**src/rtl/npc_pkg.sv**
```systemverilog
// Shared types and constants for the NPC core sequencer and its next-PC helper.
package npc_pkg;

   typedef enum logic [2:0] {
      ST_IDLE       = 3'd0,
      ST_FETCH_REQ  = 3'd1,
      ST_FETCH_WAIT = 3'd2,
      ST_EXEC       = 3'd3,
      ST_HALT       = 3'd4
   } seq_state_t;

   localparam logic [31:0] INST_EBREAK      = 32'h0010_0073;
   localparam logic [31:0] INST_NOP         = 32'h0000_0013;
   localparam logic [31:0] DEFAULT_RESET_PC = 32'h8000_0000;

endpackage

```
**src/rtl/npc_pc_next.sv**
```systemverilog
// Combinational next-PC select: JAL target, JALR target with LSB cleared, or pc+4.
module npc_pc_next
   import npc_pkg::*;
(
   input  logic [31:0] pc,
   input  logic [31:0] imm,
   input  logic [31:0] rs1_data,
   input  logic        is_jal,
   input  logic        is_jalr,
   output logic [31:0] next_pc
);

   logic [31:0] jalr_sum;

   assign jalr_sum = rs1_data + imm;

   // JAL has priority when the decoder raises both flags.
   always_comb begin
      next_pc = pc + 32'd4;
      if (is_jal) begin
         next_pc = pc + imm;
      end else if (is_jalr) begin
         next_pc = jalr_sum & ~32'h1;
      end
   end

endmodule

```
**src/rtl/npc_core_sequencer.sv**
```systemverilog
// Multi-cycle fetch/execute sequencer: fetch handshake, instruction latch, write gating and PC update.
module npc_core_sequencer
   import npc_pkg::*;
#(
   parameter logic [31:0] RESET_PC      = DEFAULT_RESET_PC,
   parameter int          FETCH_TIMEOUT = 255
)
(
   input  logic        clk,
   input  logic        rst,
   output logic        imem_req_valid,
   input  logic        imem_req_ready,
   output logic [31:0] imem_addr,
   input  logic        imem_rsp_valid,
   input  logic [31:0] imem_rsp_data,
   output logic [31:0] inst,
   input  logic        reg_write,
   input  logic        is_jal,
   input  logic        is_jalr,
   input  logic [31:0] imm,
   input  logic [31:0] rs1_data,
   output logic [31:0] pc,
   output logic [31:0] pc_plus4,
   output logic        rf_wen,
   output logic        retire,
   output logic [63:0] instret,
   output logic        halted,
   output logic        fetch_err
);

   localparam logic [7:0] TMO_LIMIT = 8'(FETCH_TIMEOUT);

   seq_state_t  state_reg, state_next;
   logic [31:0] pc_reg, pc_next;
   logic [31:0] inst_reg, inst_next;
   logic [63:0] instret_reg, instret_next;
   logic [7:0]  tmo_cnt_reg, tmo_cnt_next;
   logic        fetch_err_reg, fetch_err_next;
   logic [31:0] pc_target;
   logic        exec_live;

   // An ebreak sitting in EXEC neither writes nor retires.
   assign exec_live = (state_reg == ST_EXEC) && (inst_reg != INST_EBREAK);

   npc_pc_next u_pc_next (
      .pc       (pc_reg),
      .imm      (imm),
      .rs1_data (rs1_data),
      .is_jal   (is_jal),
      .is_jalr  (is_jalr),
      .next_pc  (pc_target)
   );

   always_comb begin
      state_next     = state_reg;
      pc_next        = pc_reg;
      inst_next      = inst_reg;
      instret_next   = instret_reg;
      tmo_cnt_next   = tmo_cnt_reg;
      fetch_err_next = fetch_err_reg;
      case (state_reg)
         ST_IDLE: begin
            state_next = ST_FETCH_REQ;
         end
         ST_FETCH_REQ: begin
            if (imem_req_ready) begin
               state_next   = ST_FETCH_WAIT;
               tmo_cnt_next = 8'd0;
            end
         end
         ST_FETCH_WAIT: begin
            if (imem_rsp_valid) begin
               inst_next  = imem_rsp_data;
               state_next = ST_EXEC;
            end else begin
               tmo_cnt_next = tmo_cnt_reg + 8'd1;
               if (tmo_cnt_next == TMO_LIMIT) begin
                  state_next     = ST_HALT;
                  fetch_err_next = 1'b1;
               end
            end
         end
         ST_EXEC: begin
            if (inst_reg == INST_EBREAK) begin
               state_next = ST_HALT;
            end else begin
               pc_next      = pc_target;
               instret_next = instret_reg + 64'd1;
               state_next   = ST_FETCH_REQ;
            end
         end
         default: begin
            state_next = ST_HALT;
         end
      endcase
   end

   always_ff @(posedge clk) begin
      if (rst) begin
         state_reg     <= ST_IDLE;
         pc_reg        <= RESET_PC;
         inst_reg      <= INST_NOP;
         instret_reg   <= 64'd0;
         tmo_cnt_reg   <= 8'd0;
         fetch_err_reg <= 1'b0;
      end else begin
         state_reg     <= state_next;
         pc_reg        <= pc_next;
         inst_reg      <= inst_next;
         instret_reg   <= instret_next;
         tmo_cnt_reg   <= tmo_cnt_next;
         fetch_err_reg <= fetch_err_next;
      end
   end

   assign imem_req_valid = (state_reg == ST_FETCH_REQ);
   assign imem_addr      = pc_reg;
   assign inst           = inst_reg;
   assign pc             = pc_reg;
   assign pc_plus4       = pc_reg + 32'd4;
   assign rf_wen         = exec_live && reg_write;
   assign retire         = exec_live;
   assign instret        = instret_reg;
   assign halted         = (state_reg == ST_HALT);
   assign fetch_err      = fetch_err_reg;

endmodule

```
**config.mk**
```make
export PLATFORM = sky130hd
export DESIGN_NAME = npc_core_sequencer
export DESIGN_NICKNAME = d
export VERILOG_FILES = /design/src/rtl/npc_pkg.sv /design/src/rtl/npc_pc_next.sv /design/src/rtl/npc_core_sequencer.sv
export SDC_FILE = /design/constraint.sdc
export NUM_CORES = 1
export LEC_CHECK = 0
export CAP_MARGIN = 30
export CORE_AREA = 2 2 147 149
export DETAILED_ROUTE_END_ITERATION = 6
export DIE_AREA = 0 0 149 151
export PLACE_DENSITY = 0.82
export SLEW_MARGIN = 25
export SYNTH_ARGS = -nofsm -noshare
export SYNTH_HDL_FRONTEND = slang
export SYNTH_SLANG_ARGS = --single-unit
```
**constraint.sdc**
```tcl
create_clock -name clk -period 4.1 [get_ports clk]
set_input_delay 0.615 -clock clk [delete_from_list [all_inputs] [get_ports clk]]
set_output_delay 0.615 -clock clk [all_outputs]
set_load 0.01 [all_outputs]
```
==> results of run 1 <==
worst max-delay path, delay by kind of cell, from the launching register on:
| family | cells | cell delay [ps] |
|---|---|---|
| xor+xnor | 1 | 280 |
| flops | 1 | 510 |
| simple gates | 5 | 1290 |
| buf+inv | 1 | 600 |
cell type report:
type,count,share of cell area (%)
multi-input cells,1090,49.7
repair buffers,314,22.6
flip-flops and latches,140,20.4
clock buffers,18,3.20
well taps,275,2.51
clock inverters,14,0.911
inverters,23,0.629
cell usage in the layout, fill, tap and decap left out, types with 4 or more instances in the layout:
cell	Yosys	layout
o21ai_0	67	67
mux2i_1	5	5
nand3_1	52	52
clkinvlp_4	0	4
a21oi_1	128	128
nor4_1	12	12
o31ai_1	4	4
inv_6	0	5
xor2_1	62	62
nand3b_1	7	7
a31oi_1	9	9
xnor2_1	73	73
nand2b_1	15	15
buf_4	34	15
a21o_1	25	25
nand4_1	33	33
a311oi_1	5	5
clkdlybuf4s50_1	0	298
o21bai_1	11	11
nand2_1	168	168
clkbuf_16	0	17
o21a_1	6	6
dfxtp_1	140	140
nor2_1	150	150
inv_1	22	22
a41oi_1	5	5
and4_1	9	9
and2_1	9	9
nor3_1	25	24
and3_1	23	22
nor2b_1	7	7
o221ai_1	4	4
a211oi_1	23	23
o211ai_1	8	8
or3_1	17	17
ha_1	65	65
nor3b_1	4	4
worst max-delay path by stage:
stage / start / endpoint / slack, ps / depth (start not counted)
3_5_place_dp: imm[0] / imem_addr[26] / 120 / 12
3_3_place_gp: imm[7] / imem_addr[31] / 220 / 11
6_report: imem_addr[13] / pc_plus4[26] / 390 / 7
5_1_grt: imem_addr[4] / pc_plus4[21] / 290 / 7
4_1_cts: imem_addr[13] / pc_plus4[26] / 440 / 7
2_1_floorplan: imm[0] / imem_addr[26] / 1070 / 11
per-stage QoR:
step	area [µm²]	setup slack (ps)	hold WS (ps)	util (%)	power, mW
global placement	13100	216	457	63.1	2.23
global route	13700	289	497	66.0	3.84
CTS	13700	444	474	66.0	3.71
detailed placement	13200	116	462	63.2	2.24
floorplan	10200	1070	463	-	1.92
finish	13700	393	474	66.0	3.70
routing by layer:
layer  global-route usage, %  wire [µm]  vias up
met5                       0          0        -
met4                    11.9       1200        0
met3                    4.34       2750       83
met2                    47.6      15400      540
met1                    36.6      13900     5037
li1                        -          -     5272
cells by family after synthesis:
group | Yosys count
compound gates | 334
buf+inv | 107
xor+xnor | 135
mux | 9
fa+ha+maj | 67
simple gates | 545
flops | 140
power by group:
part | leakage [nW] | switching [mW] | internal [mW]
Sequential | 1.13 | 0.0313 | 1.38
Clock | 0.266 | 0.662 | 0.813
Combinational | 3.76 | 0.439 | 0.375
Total | 5.15 | 1.13 | 2.57
==> flow_summary_export.csv, run 1 <==
group,metric,value,unit
status,status,"finished clean",
route,drt-initial-drc-count,804,
critical_path,worstPathRequired,3480,ps
route,drt_first_pass_iters,5,
critical_path,cp_max_fo,8,
sta,timing.setup.tns,0,ps
global_route,grt_max_degree,71,
final_layout,multi_input_area,0.00683,mm²
critical_path,slowest_stage,"clkdlybuf4s50_1",
cts,clock_sinks,140,
critical_path,r2r_slack,790,ps
min_path,min_path_cells,2,
sta,post-route-period-util,90.4,%
die,coreArea,0.0208,mm²
cts,ctsResizeCount,0,
min_path,min_to,"inst[5]",
cts,cts.hold.buffers_added,0,
yosys,yosys.area_share.simple,25.6,%
die,io_pins,300,
route,remaining_drc_errors,0,
global_route,grt_use_total,28.4,%
final_layout,n_fill_cell,1824,
yosys,synth.top_cells.by_count,"168 x nand2_1, 150 x nor2_1, 140 x dfxtp_1, 128 x a21oi_1, 73 x xnor2_1",
min_path,hp-start,"inst[5]",
yosys,syn-cell-area,0.0102,mm²
yosys,synth_area_leaders,"dfxtp_1 28%, ha_1 8.0%, a21oi_1 6.3%",
die,rows,53,
final_layout,largest_reg_flops,64,
cts,path_clk_slew,60,ps
yosys,ys_seq_area_share,27.6,%
yosys,yosys_warnings,0,
placed_design,hpwl,25.6,mm
cts,cts_tree,"yes",
critical_path,worst_ep_arrival_time,3090,ps
route,ant_nets,0,
route,routed_via_density,5.83,
placed_design,portBuffers,299,
cts,numCtsBuffers,17,
die,start_util,48.8,%
global_route,grt_pass1_wl,51.7,mm
yosys,synth.area.mux_share,0.936,%
sta,slew_violations,0,
yosys,yosysTopAreaCellShare,27.6,%
sta,fmax,270,MHz
yosys,synth_cell_types,73,
pwr,ir_drop,0.218,mV
yosys,synth_top_family_by_area,"simple AND/OR/NAND/NOR gates",
sta,max_slew.worst_pin.slew,978,ps
cts,postCtsSetupBuffers,0,
final_layout,seq_area,0.00280,mm²
yosys,synth_edf_count,0,
yosys,synth_nets,1507,
yosys,synth_fa_ha_area_share,8.40,%
critical_path,crit_path_cell_trace,"and4_1, and2_1, and4_1, and3_1, nand3_1, xnor2_1, clkdlybuf4s50_1",
cts,htree_levels,4,
yosys,synthArstFlopShare,0,%
yosys,synthCells,1337,
min_path,hold_class,"flop to flop",
placed_design,place_inst,1842,
critical_path,cp_common_cell,"and4_1",
yosys,syn_avg_cell_area,7.60,µm²
sta,slew_headroom,34.6,%
job,drv_cap,0,
critical_path,crit_type,"flop to primary output",
critical_path,worstReg2RegStart,"imem_addr[0]",
global_route,grt_pass1_vias,10300,
global_route,grt_antenna_before_repair,0,
sta,hold_viol_final,0,
critical_path,setup.worst_path.end_class,"primary output",
yosys,synth_top_area_cell,"dfxtp_1",
cts,root_buffer,"clkbuf_16",
pwr,pwr_density_cell,269,mW/mm²
sta,skew,14.5,ps
critical_path,critPathMaxStageDelay,600,ps
yosys,synth-xor-area-share,11.6,%
sta,rsz0062_at_grt,"no",
yosys,ys.flop_type,"dfxtp_1",
yosys,synth_compound_area_share,20.6,%
sta,finalCriticalPeriod,3710,ps
route,wirelength,33.3,mm
critical_path,r2r-end,"imem_addr[26]",
yosys,synth.most_common_cell,"nand2_1",
placed_design,place_congestion,0.993,
cts,cts_buffer_depth,2,
sta,final-setup-viol-count,0,
yosys,ys_ff_latch,140,
final_layout,antenna_cells,0,
critical_path,cp-start-kind,"flop",
final_layout,fin_nets,1756,
final_layout,drive_gt1_share,4.25,%
route,wl_per_cell,17.8,µm
die,die_h,151,µm
die,dieWidth,149,µm
critical_path,reg2regPathDepth,11,
global_route,grt_overflow,0,
cts,clkLatencyLatePin,420,ps
final_layout,areaGrowthSynthToFinish,35.2,%
die,dieArea,0.0225,mm²
pwr,p_leak,5.15,nW
route,vias,10900,
final_layout,final_cells,1874,
Power figures use the tool's default switching activity.
==> inputs of run 2 (changes only) <==
- GPL_TIMING_DRIVEN: unset -> 0
==> run 2 against run 1 <==
Net effect:
- power rose by 1.6%
- clock skew fell by 3.8 ps
- worst setup slack got worse by 270 ps
- critical path depth rose by 1
- maximum frequency fell by 6.8%
- final area rose by 2.3%
- critical path type unchanged
==> flow_summary_export.csv, run 2 (synthesis gave the netlist of run 1 again) <==
group,metric,value,unit
status,status,"finished clean",
sta,slew_violations,0,
final_layout,postLayoutCellArea,0.0141,mm²
final_layout,areaGrowthSynthToFinish,38.4,%
sta,timing.setup.tns,0,ps
route,ant_nets,0,
placed_design,dpl_cell_area,0.0135,mm²
global_route,grt_use_met2,52.6,%
sta,max_slew.worst_pin.slew,962,ps
final_layout,drive_gt1_share,5.40,%
sta,skew,10.7,ps
final_layout,antenna_cells,0,
job,drv_cap,0,
die,dieArea,0.0225,mm²
cts,cts_buffer_depth,2,
route,routed_via_density,5.84,
sta,finalCriticalPeriod,3980,ps
route,wirelength,35.6,mm
sta,final-setup-viol-count,0,
die,start_util,48.8,%
route,vias,11300,
pwr,p_leak,5.33,nW
die,dieWidth,149,µm
sta,hold_viol_final,0,
placed_design,place_inst,1908,
final_layout,n_fill_cell,1824,
final_layout,layout_common_cells,"296 x clkdlybuf4s50_1, 168 x nand2_1, 149 x nor2_1",
sta,fmax,252,MHz
critical_path,worstPathRequired,3480,ps
critical_path,crit_type,"flop to primary output",
global_route,grt_pass1_wl,55.0,mm
critical_path,worst_ep_arrival_time,3360,ps
min_path,hold_class,"flop to flop",
pwr,pwr_density_cell,268,mW/mm²
cts,clkLatencyLatePin,420,ps
global_route,grt_max_degree,17,
sta,post-route-period-util,97.0,%
pwr,ir_drop,0.229,mV
sta,worst_hold_slack,473,ps
final_layout,final_cells,1941,
cts,cts_tree,"yes",
global_route,grt_overflow,0,
final_layout,mostFrequentLayoutCell,"clkdlybuf4s50_1",
global_route,grt_use_total,30.7,%
global_route,use_met3,4.79,%
global_route,grt_antenna_before_repair,0,
cts,path_clk_slew,60,ps
sta,slew_headroom,35.7,%
placed_design,hpwl,27.5,mm
die,coreArea,0.0208,mm²
die,rows,53,
route,drt_first_pass_iters,5,
die,io_pins,300,
cts,root_buffer,"clkbuf_16",
pwr,power,3.76,mW
cts,cts.hold.buffers_added,0,
placed_design,portBuffers,296,
global_route,top_usage_layer,"met2",
cts,numCtsBuffers,17,
global_route,grt_pass1_vias,10600,
cts,clock_sinks,140,
critical_path,setup.worst_path.end_class,"primary output",
final_layout,fin_nets,1823,
final_layout,largest_reg_flops,64,
critical_path,cp-start-kind,"flop",
global_route,use_met1,39.3,%
die,die_h,151,µm
route,remaining_drc_errors,0,
sta,rsz0062_at_grt,"no",
cts,htree_levels,4,
critical_path,cp_max_fo,10,
route,drt-initial-drc-count,922,
placed_design,place_congestion,1.01,
route,wl_per_cell,18.4,µm
run 2: worst paths after layout:
kind / slack, ps / depth (start not counted) / start / endpoint
worst max-delay path: 120 / 8 / inst[1] / rf_wen
worst min-delay path: 470 / 2 / inst[7] / inst[7]
worst max register to register: 760 / 11 / imem_addr[0] / imem_addr[26]
worst min register to register: 470 / 2 / inst[7] / inst[7]
run 2: what timing repair did:
item,in CTS,in global routing
cloned,0,0
buffers inserted,1,0
gates resized for setup,2,1
setup endpoints to repair,2,2
pin swaps,1,0
run 2: power by group:
group / total [mW] / switching [mW] / leakage [nW] / internal (mW)
clock: 1.51 / 0.697 / 0.278 / 0.809
sequential: 1.42 / 0.0361 / 1.13 / 1.38
combinational: 0.839 / 0.454 / 3.92 / 0.385
run 2: layout make-up:
type / instances / area, µm² / share of cell area [%]
flip-flops and latches: 140 / 2800 / 19.9
plain buffers: 84 / 448 / 3.19
clock inverters: 15 / 145 / 1.03
well taps: 275 / 344 / 2.45
clock buffers: 17 / 425 / 3.03
repair buffers: 297 / 2970 / 21.1
multi-input cells: 1090 / 6830 / 48.6
inverters: 23 / 86.3 / 0.614
run 2: critical path: stages, from the launching register on:
cell             delay [ps]
dfxtp_1                 380
nor4bb_1                490
nand4_1                 290
o211ai_4                320
inv_2                   140
buf_1                   310
buf_2                   330
and2_1                  200
clkdlybuf4s50_1         470
run 2: routing by layer:
metal | wire length (µm) | part of all wire (%)
met1 | 14900 | 42
met2 | 16800 | 47
met3 | 2900 | 8.1
met4 | 1110 | 3.1
met5 | 0 | 0
run 2: per-stage QoR:
stage | util [%] | worst slack (ps)
4_1_cts | 67.5 | 136
5_1_grt | 67.5 | 20.2
3_5_place_dp | 64.6 | -59.7
2_1_floorplan | - | 1070
6_report | 67.5 | 124
3_3_place_gp | 64.6 | -52.1
